## src/rtl/xc_malu_mul_seq.sv

```systemverilog
// Iterative shift-add multiplier for the multi-cycle ALU: mul, mulh, mulhsu, mulhu,
// one multiplier bit per cycle over 32 RUN cycles, then a single DONE cycle.
module xc_malu_mul_seq (
    input  logic        clock,
    input  logic        reset,
    input  logic        valid,
    input  logic [1:0]  op,
    input  logic [31:0] rs1,
    input  logic [31:0] rs2,
    input  logic        flush,
    output logic        busy,
    output logic        ready,
    output logic [31:0] result
);

    typedef enum logic [1:0] {
        ST_IDLE = 2'd0,
        ST_RUN  = 2'd1,
        ST_DONE = 2'd2
    } state_t;

    localparam logic [1:0] OP_MUL    = 2'b00;
    localparam logic [1:0] OP_MULH   = 2'b01;
    localparam logic [1:0] OP_MULHSU = 2'b10;

    state_t      state_q, state_d;
    logic [1:0]  op_q, op_d;
    logic        neg_q, neg_d;
    logic [31:0] m1_q, m1_d;
    logic [63:0] acc_q, acc_d;
    logic [4:0]  count_q, count_d;

    logic        s1_s, s2_s;
    logic [31:0] m2_s;
    logic [32:0] sum_s;
    logic [63:0] prod_s;

    // Next-state logic: operand capture at start, one shift-add step per RUN cycle.
    always_comb begin
        state_d = state_q;
        op_d    = op_q;
        neg_d   = neg_q;
        m1_d    = m1_q;
        acc_d   = acc_q;
        count_d = count_q;
        s1_s    = rs1[31] & ((op == OP_MULH) | (op == OP_MULHSU));
        s2_s    = rs2[31] & (op == OP_MULH);
        m2_s    = s2_s ? (~rs2 + 32'd1) : rs2;
        sum_s   = {1'b0, acc_q[63:32]} + (acc_q[0] ? {1'b0, m1_q} : 33'd0);
        case (state_q)
            ST_IDLE: begin
                if (valid) begin
                    op_d    = op;
                    neg_d   = s1_s ^ s2_s;
                    m1_d    = s1_s ? (~rs1 + 32'd1) : rs1;
                    acc_d   = {32'd0, m2_s};
                    count_d = 5'd0;
                    state_d = ST_RUN;
                end else begin
                    state_d = ST_IDLE;
                end
            end
            ST_RUN: begin
                acc_d   = {sum_s, acc_q[31:1]};
                count_d = count_q + 5'd1;
                if (count_q == 5'd31) begin
                    state_d = ST_DONE;
                end else begin
                    state_d = ST_RUN;
                end
            end
            ST_DONE: begin
                state_d = ST_IDLE;
            end
            default: begin
                state_d = ST_IDLE;
            end
        endcase
        // Flush wins over everything, including a start in the same cycle.
        if (flush) begin
            state_d = ST_IDLE;
            count_d = 5'd0;
        end else begin
            state_d = state_d;
        end
    end

    // State registers with synchronous reset.
    always_ff @(posedge clock) begin
        if (reset) begin
            state_q <= ST_IDLE;
            op_q    <= 2'b00;
            neg_q   <= 1'b0;
            m1_q    <= 32'd0;
            acc_q   <= 64'd0;
            count_q <= 5'd0;
        end else begin
            state_q <= state_d;
            op_q    <= op_d;
            neg_q   <= neg_d;
            m1_q    <= m1_d;
            acc_q   <= acc_d;
            count_q <= count_d;
        end
    end

    // Outputs decoded purely from registered state; negation is the only logic on the result path.
    always_comb begin
        prod_s = neg_q ? (~acc_q + 64'd1) : acc_q;
        busy   = (state_q == ST_RUN) | (state_q == ST_DONE);
        ready  = (state_q == ST_DONE);
        if (state_q == ST_DONE) begin
            if (op_q == OP_MUL) begin
                result = prod_s[31:0];
            end else begin
                result = prod_s[63:32];
            end
        end else begin
            result = 32'd0;
        end
    end

endmodule

```

## config.mk

```make
export PLATFORM = sky130hd
export DESIGN_NAME = xc_malu_mul_seq
export DESIGN_NICKNAME = d
export VERILOG_FILES = /design/src/rtl/xc_malu_mul_seq.sv
export SDC_FILE = /design/constraint.sdc
export NUM_CORES = 1
export LEC_CHECK = 0
export BUFFER_PORTS_ARGS = -buffer_cell sky130_fd_sc_hd__buf_2
export CAP_MARGIN = 20
export CORE_ASPECT_RATIO = 0.75
export CORE_MARGIN = 2
export CORE_UTILIZATION = 65
export DETAILED_ROUTE_END_ITERATION = 12
export GPL_TIMING_DRIVEN = 1
export MAX_ROUTING_LAYER = met4
export PLACE_DENSITY = 0.86
export SKIP_LAST_GASP = 1
export SLEW_MARGIN = 25
export SYNTH_ARGS = -nofsm -noshare
export SYNTH_HDL_FRONTEND = slang
export SYNTH_SLANG_ARGS = --single-unit
```

## constraint.sdc

```tcl
create_clock -name clock -period 4.2 [get_ports clock]
set_input_delay 0.84 -clock clock [delete_from_list [all_inputs] [get_ports clock]]
set_output_delay 0.84 -clock clock [all_outputs]
set_load 0.02 [all_outputs]
```

## After elaboration in Yosys (flattened, before gate mapping)

Index checks and enable logic that the tools add are counted.
W data, S select, Z words.

- Bits in registers: 106
- Input port bits: 70

- Add/sub/neg operators: 5
- Muxes and demuxes: 13
- Reductions and logical operators: 6
- Bitwise operators: 8
- Eq/ne operators: 6

Operators by type and width:

| kind | count |
|---|---|
| $mux W32 | 5 |
| $mux W64 | 2 |
| $pmux W64 S2 | 1 |
| $add A32 B1 Y32 const B | 2 |
| $add A64 B1 Y64 const B | 1 |
| $not A32 Y32 | 2 |
| $not A64 Y64 | 1 |
| $add A32 B32 Y33 | 1 |
| $pmux W5 S2 | 1 |
| $add A5 B1 Y5 const B | 1 |
| $eq A5 B5 Y1 const B | 1 |
| $mux W5 | 1 |
| $eq A2 B1 Y1 const B | 2 |
| $eq A2 B2 Y1 const B | 2 |
| $logic_not A2 Y1 | 2 |
| $pmux W2 S2 | 1 |
| $reduce_and A2 Y1 | 2 |
| $and A1 B1 Y1 | 2 |
| $mux W2 | 1 |
| $ne A2 B2 Y1 const B | 1 |
| $or A1 B1 Y1 | 2 |
| $reduce_bool A2 Y1 | 1 |
| $reduce_or A2 Y1 | 1 |
| $mux W1 | 1 |
| $xor A1 B1 Y1 | 1 |

## Longest topological paths before layout

Gate-level depths: netlist (run 1).

- Word-level depth: 5
- Depth in mapped cells: 13
- Mapped depth without buffers: 11

## Worst setup path before layout (run 1)

OpenSTA, ideal clock, no wires.

- Path type: register to output
- Start: register acc_q[2]
- End: output result[28]
- Slack: 786 ps
- Arrival: 2574 ps
- Stages on the path, launching flop included: 9
- Data required time: 3360 ps
- Cell sequence: dfxtp_1 > buf_6 > or4_4 > nor4_4 > nand4_4 > nor3_1 > a21oi_1 > a41o_1 > a211oi_1

- Word-level cells in the longest chain between the ends: 5

RTL lines:

| element | RTL line | RTL |
|---|---|---|
| start, declared | 30 | `logic [63:0] acc_q, acc_d;` |
| start signal, assigned | 95 | `acc_q <= 64'd0;` |
| start signal, assigned | 102 | `acc_q <= acc_d;` |
| $not A64 Y64 | 109 | `prod_s = neg_q ? (~acc_q + 64'd1) : acc_q;` |
| $add A64 B1 Y64 | 109 |  |
| $mux W64 | 109 |  |
| $mux W32 | 113 | `if (op_q == OP_MUL) begin` |
| $mux W32 | 112 | `if (state_q == ST_DONE) begin` |
| end, declared | 13 | `output logic [31:0] result` |

Every way passes these cells.

## Worst setup path in the final report (run 1)

- Start: register acc_q[15]
- End: output result[30]

The elaborated chain is that of the path after synthesis.

==> key figures, run 1 <==
Setup path
  • WP buf/inv: 1
  • Worst stage delay on the critical path: 0.69 ns
  • CP Launch Type: flop
  • Crit. End Element: primary output
  • Worst-path cell chain: or4_1, nor3_4, nand2_1, o31ai_2, xor2_1, nor2_1, o41a_1, buf_2
  • Worst R2R Start: acc_q[0]
  • Worst Path Arrival: 3.24 ns
  • WP depth: 8
  • RR Endpoint: acc_q[59]
  • Worst path required time: 3.36 ns
  • CP max stage cell: or4_1
  • R2R cell count: 12
  • Setup crit start: acc_q[15]
  • R2R Setup Slk: 0.83 ns
  • Worst-path fanout max: 7
  • Largest delay share family, worst path: simple AND/OR/NAND/NOR gates
  • Worst setup path category: flop to primary output
  • CP Capture Point: result[30]

Place
  • Post-DP Area: 0.01000 mm^2
  • Post-DP HPWL: 22760 um
  • Number of port buffers: 103
  • Final GP Congestion: 1.070

Routing
  • WL/cell: 18.83 um
  • Final ANT Viol Nets: 0
  • Vias/cell: 6.586
  • Final wirelength: 29670 um
  • DRT iter0 DRCs: 1368
  • Residual DRC: 0
  • Drt pass-1 iters: 6
  • Via count: 10380

Synth
  • Synth Area in XOR/XNOR: 0.1152
  • Mapped Cells: 1316
  • Compound-gate portion of the synthesized area: 0.2635
  • Most frequent cells after synthesis: 157 x nand2_1, 124 x nor2_1, 107 x a21oi_1
  • Largest family of logic cells by synthesized area: simple AND/OR/NAND/NOR gates
  • Ys Warns: 0
  • Area leader, netlist: dfxtp_1
  • Synth Area in Simple Gates: 0.2905
  • Syn Nets: 1428
  • Top cell type's share of synthesized area: 0.2251
  • Synth area leaders: dfxtp_1 23%, nand2_1 6.3%, xnor2_1 5.9%
  • Fraction of synthesized area in multiplexers: 0.003319
  • Synth Area in Adders: 0.05655
  • Avg Inst Size Synth: 7.162 um^2
  • EDFF count, synth: 0
  • Netlist cell types: 77
  • Post-Syn Area: 0.009425 mm^2
  • Ys async rst share: 0
  • Top FF cell, synth: dfxtp_1
  • Most frequent cell after synthesis: nand2_1
  • Seq cells post-synth: 106
  • Register area share after synthesis: 0.2251

Floorplan
  • Initial Util: 0.6586
  • Ports: 104
  • Die height: 108.3 um
  • Total core area: 0.01431 mm^2
  • Die area: 0.01549 mm^2
  • Horiz. Die Dim: 143.0 um
  • Rows: 38

Cells and area
  • Layout cells sized above 1: 0.1208
  • NumNets Final: 1481
  • P&R area growth vs syn: 9.757%
  • Fin util: 0.7229
  • Post-route cell area: 0.01034 mm^2

Hold path
  • Min-Delay Path Class: flop to flop
  • Hold depth: 2

Timing
  • Final worst path period share: 0.9709
  • Worst-margin pin slew: 0.8871 ns
  • Slew HR: 0.4086
  • Unrepaired setup endpoints after global routing: false
  • Fmax: 245.2 MHz
  • Fin crit period: 4.078 ns
  • Pins Over Slew Limit: 0
  • Final setup viols: 0
  • Final hold vios: 0
  • Worst clock skew: 0.01067 ns
  • Total negative setup slack: 0 ns

Status
  • Outcome: finished, final reports clean

Clock network
  • Clk slew on worst S/H paths: 0.08 ns
  • Total setup buffers inserted after CTS: 0
  • Clk sink count: 106
  • CTS tree: yes
  • CTS max path bufs: 2
  • Hold buffer count at cts: 0
  • Clk root buf: clkbuf_16
  • Clk Latency, worst-skew pair: 0.37 ns
  • Htree depth: 3
  • PostCTS Resize Cnt: 0
  • TritonCTS Buffers: 9

Global routing
  • First-pass GRT wire length: 46490 um
  • GRT Overall Usage: 0.3925
  • Initial antenna violation count: 2
  • GRT overflow: 0
  • Number of global-route vias before repair: 8718
  • Largest net degree at the start of global routing: 66

Job
  • MaxCap Viol Count: 0

Power and ir drop
  • Total Power: 2687 uW
  • Power per cell area: 259.8 mW/mm^2
  • Maximum VDD drop: 214.6 uV
  • P_leak: 0.004144 uW
==> cell families (layout without fill, tap and decap cells) <==
group / Yosys count / count (layout)
adder cells (fa/ha/maj): 42 / 42
XOR/XNOR: 124 / 124
flip-flops: 106 / 106
multiplexers: 3 / 3
AND/OR/NAND/NOR: 544 / 544
other: 0 / 2
buffers and inverters: 108 / 166
AO/OA/AOI/OAI: 389 / 389
==> how the worst min path moves through the flow <==
stage / start / end / slack (ns)
floorplan: m1_q[0] / m1_q[0] / 0.43
global placement: m1_q[21] / m1_q[21] / 0.44
detailed placement: m1_q[21] / m1_q[21] / 0.45
CTS: m1_q[21] / m1_q[21] / 0.46
global route: m1_q[21] / m1_q[21] / 0.49
finish: m1_q[0] / m1_q[0] / 0.47
==> through the flow <==
stage / setup slack (ns) / instances / hold slack, ns
global route: 0.001767 / 1576 / 0.4930
CTS: 0.1634 / 1571 / 0.4632
finish: 0.1222 / 1576 / 0.4680
floorplan: 0.7864 / 1316 / 0.4317
detailed placement: 0.5770 / 1555 / 0.4520
global placement: 0.5801 / 1555 / 0.4405
==> power by group <==
part           leakage, uW  internal, uW  switching (uW)
clock             0.000150           428             455
sequential        0.000868          1060            69.0
combinational      0.00313           245             433
==> tightest hold or removal path: stages, from the launching register on <==
cell     delay [ns]
dfxtp_1        0.32
nand2_1        0.06
a21oi_1        0.05
==> layout make-up <==
type / count / area (um^2)
antenna: 2 / 5.005
clock buffer: 9 / 225.2
clock inverter: 7 / 81.33
fill: 1186 / 3966
inverter: 25 / 93.84
multi-input combinational: 1102 / 6878
sequential: 106 / 2123
tap: 200 / 250.2
timing repair buffer: 125 / 688.2
==> sequential cells by signal, summed over array words and instances (netlist names) <==
register and flops:
neg_q 1, op_q 2, m1_q 32, state_q 2, acc_q 64, count_q 5
==> routing by layer <==
| metal | GRT usage | share of wire | vias up |
|---|---|---|---|
| met1 | 0.5872 | 0.46 | 4791 |
| met4 | 0.09477 | 0.017 | 0 |
| li1 | - | - | 4939 |
| met3 | 0.1089 | 0.13 | 48 |
| met5 | - | 0 | - |
| met2 | 0.5113 | 0.39 | 602 |
==> layout by cell type (no fill, tap or decap), drive strengths merged, types with 9 or more instances in the layout <==
cell type,instances
o21ai,88
dfxtp,106
xnor2,64
inv,28
o31ai,19
nand3,46
or3,28
a22oi,9
nor2,124
and3,16
a21oi,107
o41ai,11
a211oi,31
nor4,25
nand2,157
o22ai,18
nor3,37
or2,9
o21a,10
ha,41
xor2,60
nand4,19
or4,15
buf,125
clkbuf,9
and2,38
a31oi,29
Note: power is estimated with default switching activity, not from simulation.
==> inputs of run 2 (changes only) <==
BUFFER_PORTS_ARGS = default   (was -buffer_cell sky130_fd_sc_hd__buf_2)
CTS_BUF_LIST = sky130_fd_sc_hd__clkbuf_8   (was default)
DONT_BUFFER_PORTS = 1   (was default)
PLACE_DENSITY = 0.8   (was 0.86)
==> key figures, run 2 (synthesis results as in run 1) <==
Cells and area
  • P&R area growth vs syn: 3.717%
  • Antenna fix cells: 0 (-2)
  • Post-route cell area: 0.009776 mm^2 (-5.5%)
  • Max reg flops: 64 (unchanged)
  • NumNets Final: 1384 (-6.5%)
  • Most frequent cells in the layout: 157 x nand2_1, 124 x nor2_1, 105 x a21oi_1, 105 x dfxtp_1, 86 x o21ai_0
  • Commonest non-fill, non-tap cell in the layout: nand2_1
  • Fill cell count: 1280 (+7.9%)
  • Largest regs: acc_q (64), m1_q (32), count_q (5)
  • Layout cells sized above 1: 0.05560 (-0.06522)
  • Reg with most FFs: acc_q

Clock network
  • Clk slew on worst S/H paths: 0.12 ns (+0.04 ns)
  • CTS tree: yes
  • Htree depth: 3 (unchanged)
  • Clk Latency, worst-skew pair: 0.41 ns (+0.04 ns)
  • Clk sink count: 106 (unchanged)
  • Hold buffer count at cts: 0 (unchanged)
  • Clk root buf: clkbuf_8
  • CTS max path bufs: 2 (unchanged)
  • TritonCTS Buffers: 9 (unchanged)

Place
  • Post-DP Area: 0.009539 mm^2 (-4.6%)
  • Post-DP HPWL: 22700 um (-0.28%)
  • Final GP Congestion: 1.034 (-3.4%)
  • Number of port buffers: 0 (-100%)

Power and ir drop
  • Maximum VDD drop: 210.5 uV (-1.9%)
  • P_leak: 0.003669 uW (-11%)
  • Reg power frac: 0.465 (+0.046)
  • Power per cell area: 246.9 mW/mm^2 (-5.0%)
  • Switching Fraction: 0.3677 (+0.01153)
  • Pint: 1526 uW (-12%)
  • Switching power: 887.2 uW (-7.3%)
  • Clock Power Share: 0.282 (-0.046)
  • Power share of the combinational group: 0.252 (about the same)

Routing
  • DRT iter0 DRCs: 1150 (-16%)
  • Residual DRC: 0 (unchanged)
  • Via count: 9911 (-4.5%)
  • Vias/cell: 6.710 (+1.9%)
  • WL/cell: 19.92 um (+5.8%)
  • Drt pass-1 iters: 6 (unchanged)
  • Final ANT Viol Nets: 0 (unchanged)
  • Final wirelength: 29430 um (-0.82%)

Timing
  • Pins Over Slew Limit: 0 (unchanged)
  • Final worst path period share: 0.9811 (+0.01020)
  • Fin crit period: 4.121 ns (+0.04286 ns)
  • Slew HR: 0.3609 (-0.04768)
  • Fmax: 242.7 MHz (-1.0%)
  • Total negative setup slack: 0 ns (unchanged)
  • Worst clock skew: 0.01867 ns (+0.007998 ns)
  • Final setup viols: 0 (unchanged)
  • Worst-margin pin slew: 0.9586 ns (+0.07152 ns)
  • Unrepaired setup endpoints after global routing: false
  • Final hold vios: 0 (unchanged)

Global routing
  • Met1 Resource Use GR: 0.5763 (-0.01089)
  • GRT Overall Usage: 0.3828 (-0.009704)
  • Largest net degree at the start of global routing: 85 (+29%)
  • Met2 Usage GRT: 0.4887 (-0.02256)
  • Initial antenna violation count: 0 (-2)
  • GRT overflow: 0 (unchanged)
  • GR peak layer: met1
  • Number of global-route vias before repair: 8331 (-4.4%)
  • Met3 Use GR: 0.1205 (+0.01151)
  • First-pass GRT wire length: 45170 um (-2.8%)

Floorplan
  • Horiz. Die Dim: 143.0 um (unchanged)
  • Total core area: 0.01431 mm^2 (unchanged)
  • Initial Util: 0.6586 (unchanged)
  • Rows: 38 (unchanged)
  • Die height: 108.3 um (unchanged)
  • Die area: 0.01549 mm^2 (unchanged)
  • Ports: 104 (unchanged)

Setup path
  • Setup crit start: acc_q[15]
  • WP depth: 6 (-2)
  • CP max stage cell: or4_1
  • Worst-path fanout max: 7 (unchanged)
  • R2R cell count: 12 (unchanged)
  • Largest delay share family, worst path: simple AND/OR/NAND/NOR gates
  • Worst Path Arrival: 3.28 ns (+0.04 ns)
  • CP Launch Type: flop
  • Worst path required time: 3.36 ns (about the same)
  • Crit. End Element: primary output
  • Worst stage delay on the critical path: 0.69 ns (about the same)
  • Worst R2R Start: acc_q[0]
  • Worst setup path category: flop to primary output
  • Worst-path cell chain: or4_1, or3_4, or3_1, o311ai_1, o21ai_1, a21oi_1
  • WP buf/inv: 0 (-1)

Job
  • MaxCap Viol Count: 0 (unchanged)

Hold path
  • Min-Delay Path Class: flop to flop
  • Hold depth: 2 (unchanged)
  • Hold_sp: m1_q[31]

Status
  • Outcome: finished, final reports clean
[run 2: changes by cell type in the layout (fill, tap and decap cells not counted), sizes merged]
| cell | change |
|---|---|
| buf | -97 |
| diode | -2 |
| clkinv | -2 |
| inv | +2 |
[run 2: power groups by stage]
stage,clock network (uW),logic [uW],registers (uW)
2_1_floorplan,0,483,1110
3_3_place_gp,0,587,1140
3_5_place_dp,0,589,1140
4_1_cts,685,592,1120
5_1_grt,717,665,1130
6_report,682,608,1120
[run 2: worst reg2reg max path: cells and delay by family (launching register included)]
family | cells | cell delay, ns
fa+ha+maj | 2 | 0.56
simple gates | 3 | 0.46
compound gates | 4 | 1.19
buf+inv | 2 | 0.37
mux | 1 | 0.23
flops | 1 | 0.44
[run 2: path summary, 6_finish.rpt]
kind | to | slack (ns)
max | result[5] | 0.08
min | m1_q[31] | 0.46
max reg2reg | acc_q[59] | 0.84
min reg2reg | m1_q[31] | 0.46
[run 2: stage by stage]
| step | std cells | setup WS, ns | hold slack, ns | util | power [uW] |
|---|---|---|---|---|---|
| final | 1477 | 0.07937 | 0.4577 | 0.6831 | 2413 |
| after global routing | 1477 | 0.005191 | 0.4666 | 0.6831 | 2513 |
| after CTS | 1475 | 0.07521 | 0.4557 | 0.6814 | 2397 |
| after detailed placement | 1459 | 0.5175 | 0.4383 | 0.6666 | 1732 |
| after global placement | 1459 | 0.5497 | 0.4332 | 0.6666 | 1726 |
| after floorplan | 1316 | 0.7864 | 0.4317 | - | 1596 |
[run 2: area by class of cell]
| class | instances | area [um^2] | share of cell area |
|---|---|---|---|
| flip-flops and latches | 106 | 2123 | 0.2172 |
| repair buffers | 28 | 210.2 | 0.02150 |
| clock inverters | 7 | 88.84 | 0.009087 |
| clock buffers | 9 | 123.9 | 0.01267 |
| inverters | 25 | 93.84 | 0.009599 |
| multi-input cells | 1102 | 6885 | 0.7043 |
| well taps | 200 | 250.2 | 0.02560 |
[run 2: metal layers]
layer	vias to the layer above	part of all wire
met2	573	0.39
li1	4735	-
met4	0	0.013
met3	38	0.14
met5	-	0
met1	4565	0.46
[run 2: repair_timing]
item,in CTS,in global routing
endpoints found under the hold margin,0,0
setup buffers,0,2
resized for setup,0,2
setup endpoints to repair,0,5
==> inputs of run 3 (changes only) <==
CORE_UTILIZATION = 45   (was 65)
PLACE_DENSITY = 0.59   (was 0.8)
clock period = 5 ns   (was 4.2 ns; I/O delays follow)
==> key figures, run 3 (synthesis results as in run 1) <==
Routing
  • DRT iter0 DRCs: 1055 (-8.3%)
  • WL/cell: 20.35 um (+2.1%)
  • Vias/cell: 6.222 (-7.3%)
  • Final ANT Viol Nets: 0 (unchanged)
  • Residual DRC: 0 (unchanged)
  • Final wirelength: 31400 um (+6.7%)
  • Via count: 9601 (-3.1%)
  • Drt pass-1 iters: 6 (unchanged)

Status
  • Outcome: finished, final reports clean

Clock network
  • Clk slew on worst S/H paths: 0.14 ns (+0.02 ns)
  • CTS tree: yes
  • Clk Latency, worst-skew pair: 0.42 ns (about the same)
  • Htree depth: 3 (unchanged)
  • Total setup buffers inserted after CTS: 0 (unchanged)
  • Clk root buf: clkbuf_8
  • TritonCTS Buffers: 9 (unchanged)
  • Hold buffer count at cts: 0 (unchanged)
  • Clk sink count: 106 (unchanged)
  • CTS max path bufs: 2 (unchanged)
  • PostCTS Resize Cnt: 0 (unchanged)

Timing
  • Fmax: 225.4 MHz
  • Final hold vios: 0 (unchanged)
  • Final setup viols: 0 (unchanged)
  • Total negative setup slack: 0 ns (unchanged)
  • Final worst path period share: 0.8873
  • Worst clock skew: 0.02920 ns (+0.01054 ns)
  • Slew HR: 0.3063 (-0.05467)
  • Fin crit period: 4.437 ns
  • Pins Over Slew Limit: 0 (unchanged)
  • Worst-margin pin slew: 1.034 ns (+0.07500 ns)
  • Unrepaired setup endpoints after global routing: false

Setup path
  • Worst setup path category: flop to primary output
  • Worst R2R Start: acc_q[0]
  • Crit. End Element: primary output
  • Worst path required time: 4.00 ns (+0.64 ns)
  • Worst-path fanout max: 6 (-1)
  • Worst stage delay on the critical path: 0.73 ns (+0.04 ns)
  • Setup crit start: acc_q[55]
  • CP Launch Type: flop
  • Worst Path Arrival: 3.44 ns (+0.16 ns)
  • Worst-path cell chain: or4_1, nor4b_1, nand4_1, o31ai_1, xnor2_1, nand2_1, a21boi_0
  • CP max stage cell: a21boi_0

Floorplan
  • Die area: 0.02213 mm^2 (+43%)
  • Rows: 45 (+18%)
  • Ports: 104 (unchanged)
  • Horiz. Die Dim: 171.1 um (+20%)
  • Die height: 129.3 um (+19%)
  • Total core area: 0.02038 mm^2 (+42%)
  • Initial Util: 0.4624 (-0.1962)

Power and ir drop
  • Switching Fraction: 0.3707 (+0.003078)
  • Power per cell area: 207.6 mW/mm^2 (-16%)
  • Maximum VDD drop: 122.9 uV (-42%)
  • Clock Power Share: 0.281 (about the same)
  • Power share of the combinational group: 0.248 (-0.004)
  • Pint: 1273 uW (-17%)
  • P_leak: 0.003580 uW (-2.4%)
  • Total Power: 2023 uW (-16%)
  • Switching power: 750.1 uW (-15%)
  • Reg power frac: 0.471 (+0.006)

Global routing
  • Number of global-route vias before repair: 8417 (+1.0%)
  • Largest net degree at the start of global routing: 85 (unchanged)
  • First-pass GRT wire length: 48440 um (+7.2%)
  • Initial antenna violation count: 0 (unchanged)
  • GRT overflow: 0 (unchanged)
  • GRT Overall Usage: 0.2913 (-0.09146)

Hold path
  • Min-Delay Path Class: flop to flop
  • Hold_sp: m1_q[0]

Cells and area
  • Largest regs: acc_q (64), m1_q (32), count_q (5)
  • Register Area: 0.002125 mm^2 (about the same)
  • Fill cell count: 2101 (+64%)
  • Commonest non-fill, non-tap cell in the layout: nand2_1
  • Antenna fix cells: 0 (unchanged)
  • Multi-input logic area: 0.006879 mm^2 (about the same)
  • NumNets Final: 1368 (-1.2%)
  • Layout cells sized above 1: 0.04362 (-0.01198)
  • P&R area growth vs syn: 3.398%
  • Most frequent cells in the layout: 157 x nand2_1, 124 x nor2_1, 107 x a21oi_1
  • Reg with most FFs: acc_q
  • Max reg flops: 64 (unchanged)

Place
  • Final GP Congestion: 0.9839 (-4.8%)
  • Post-DP HPWL: 24240 um (+6.8%)
  • Number of port buffers: 0 (unchanged)

Job
  • MaxCap Viol Count: 0 (unchanged)
-- run 3: worst paths after layout --
check,endpoint,slack [ns],cells after the start
hold reg to reg,m1_q[0],0.46,2
hold / removal,m1_q[0],0.46,2
setup / recovery,result[31],0.56,7
setup reg to reg,acc_q[54],1.64,8
-- run 3: through the flow --
stage | util | instances | setup slack, ns | instance area [um^2] | hold WS [ns]
CTS | 0.4780 | 1543 | 0.6180 | 9742 | 0.4618
finish | 0.4781 | 1543 | 0.5635 | 9746 | 0.4597
global route | 0.4781 | 1543 | 0.2964 | 9746 | 0.5034
global placement | 0.4679 | 1527 | 1.108 | 9537 | 0.4353
detailed placement | 0.4679 | 1527 | 1.074 | 9537 | 0.4430
floorplan | - | 1316 | 1.426 | 9425 | 0.4317
-- run 3: power groups by stage --
stage / clock [uW] / combinational [uW] / sequential, uW
2_1_floorplan: 0 / 406 / 935
3_3_place_gp: 0 / 490 / 967
3_5_place_dp: 0 / 489 / 970
4_1_cts: 582 / 491 / 951
5_1_grt: 613 / 549 / 961
6_report: 569 / 501 / 953
-- run 3: final cells by class --
cell class              count  area share
repair buffers             12    0.009244
flip-flops and latches    106      0.2180
clock inverters             7    0.008345
multi-input cells        1102      0.7059
inverters                  25    0.009629
clock buffers               9     0.01271
well taps                 282     0.03620
-- run 3: critical path: cells and delay by family (launching register included) --
family | cells | cell delay (ns)
xor gates and xnor gates | 1 | 0.16
DFF | 1 | 0.41
and+or+nand+nor | 4 | 1.43
AOI/OAI and AO/OA | 2 | 1.02
-- run 3: per-layer routing --
layer | vias to the layer above | share of wire | GRT usage
met5 | - | 0 | -
met4 | 0 | 0.0089 | 0.04536
met3 | 27 | 0.10 | 0.08644
met2 | 385 | 0.38 | 0.3620
met1 | 4492 | 0.51 | 0.4533
li1 | 4697 | - | -
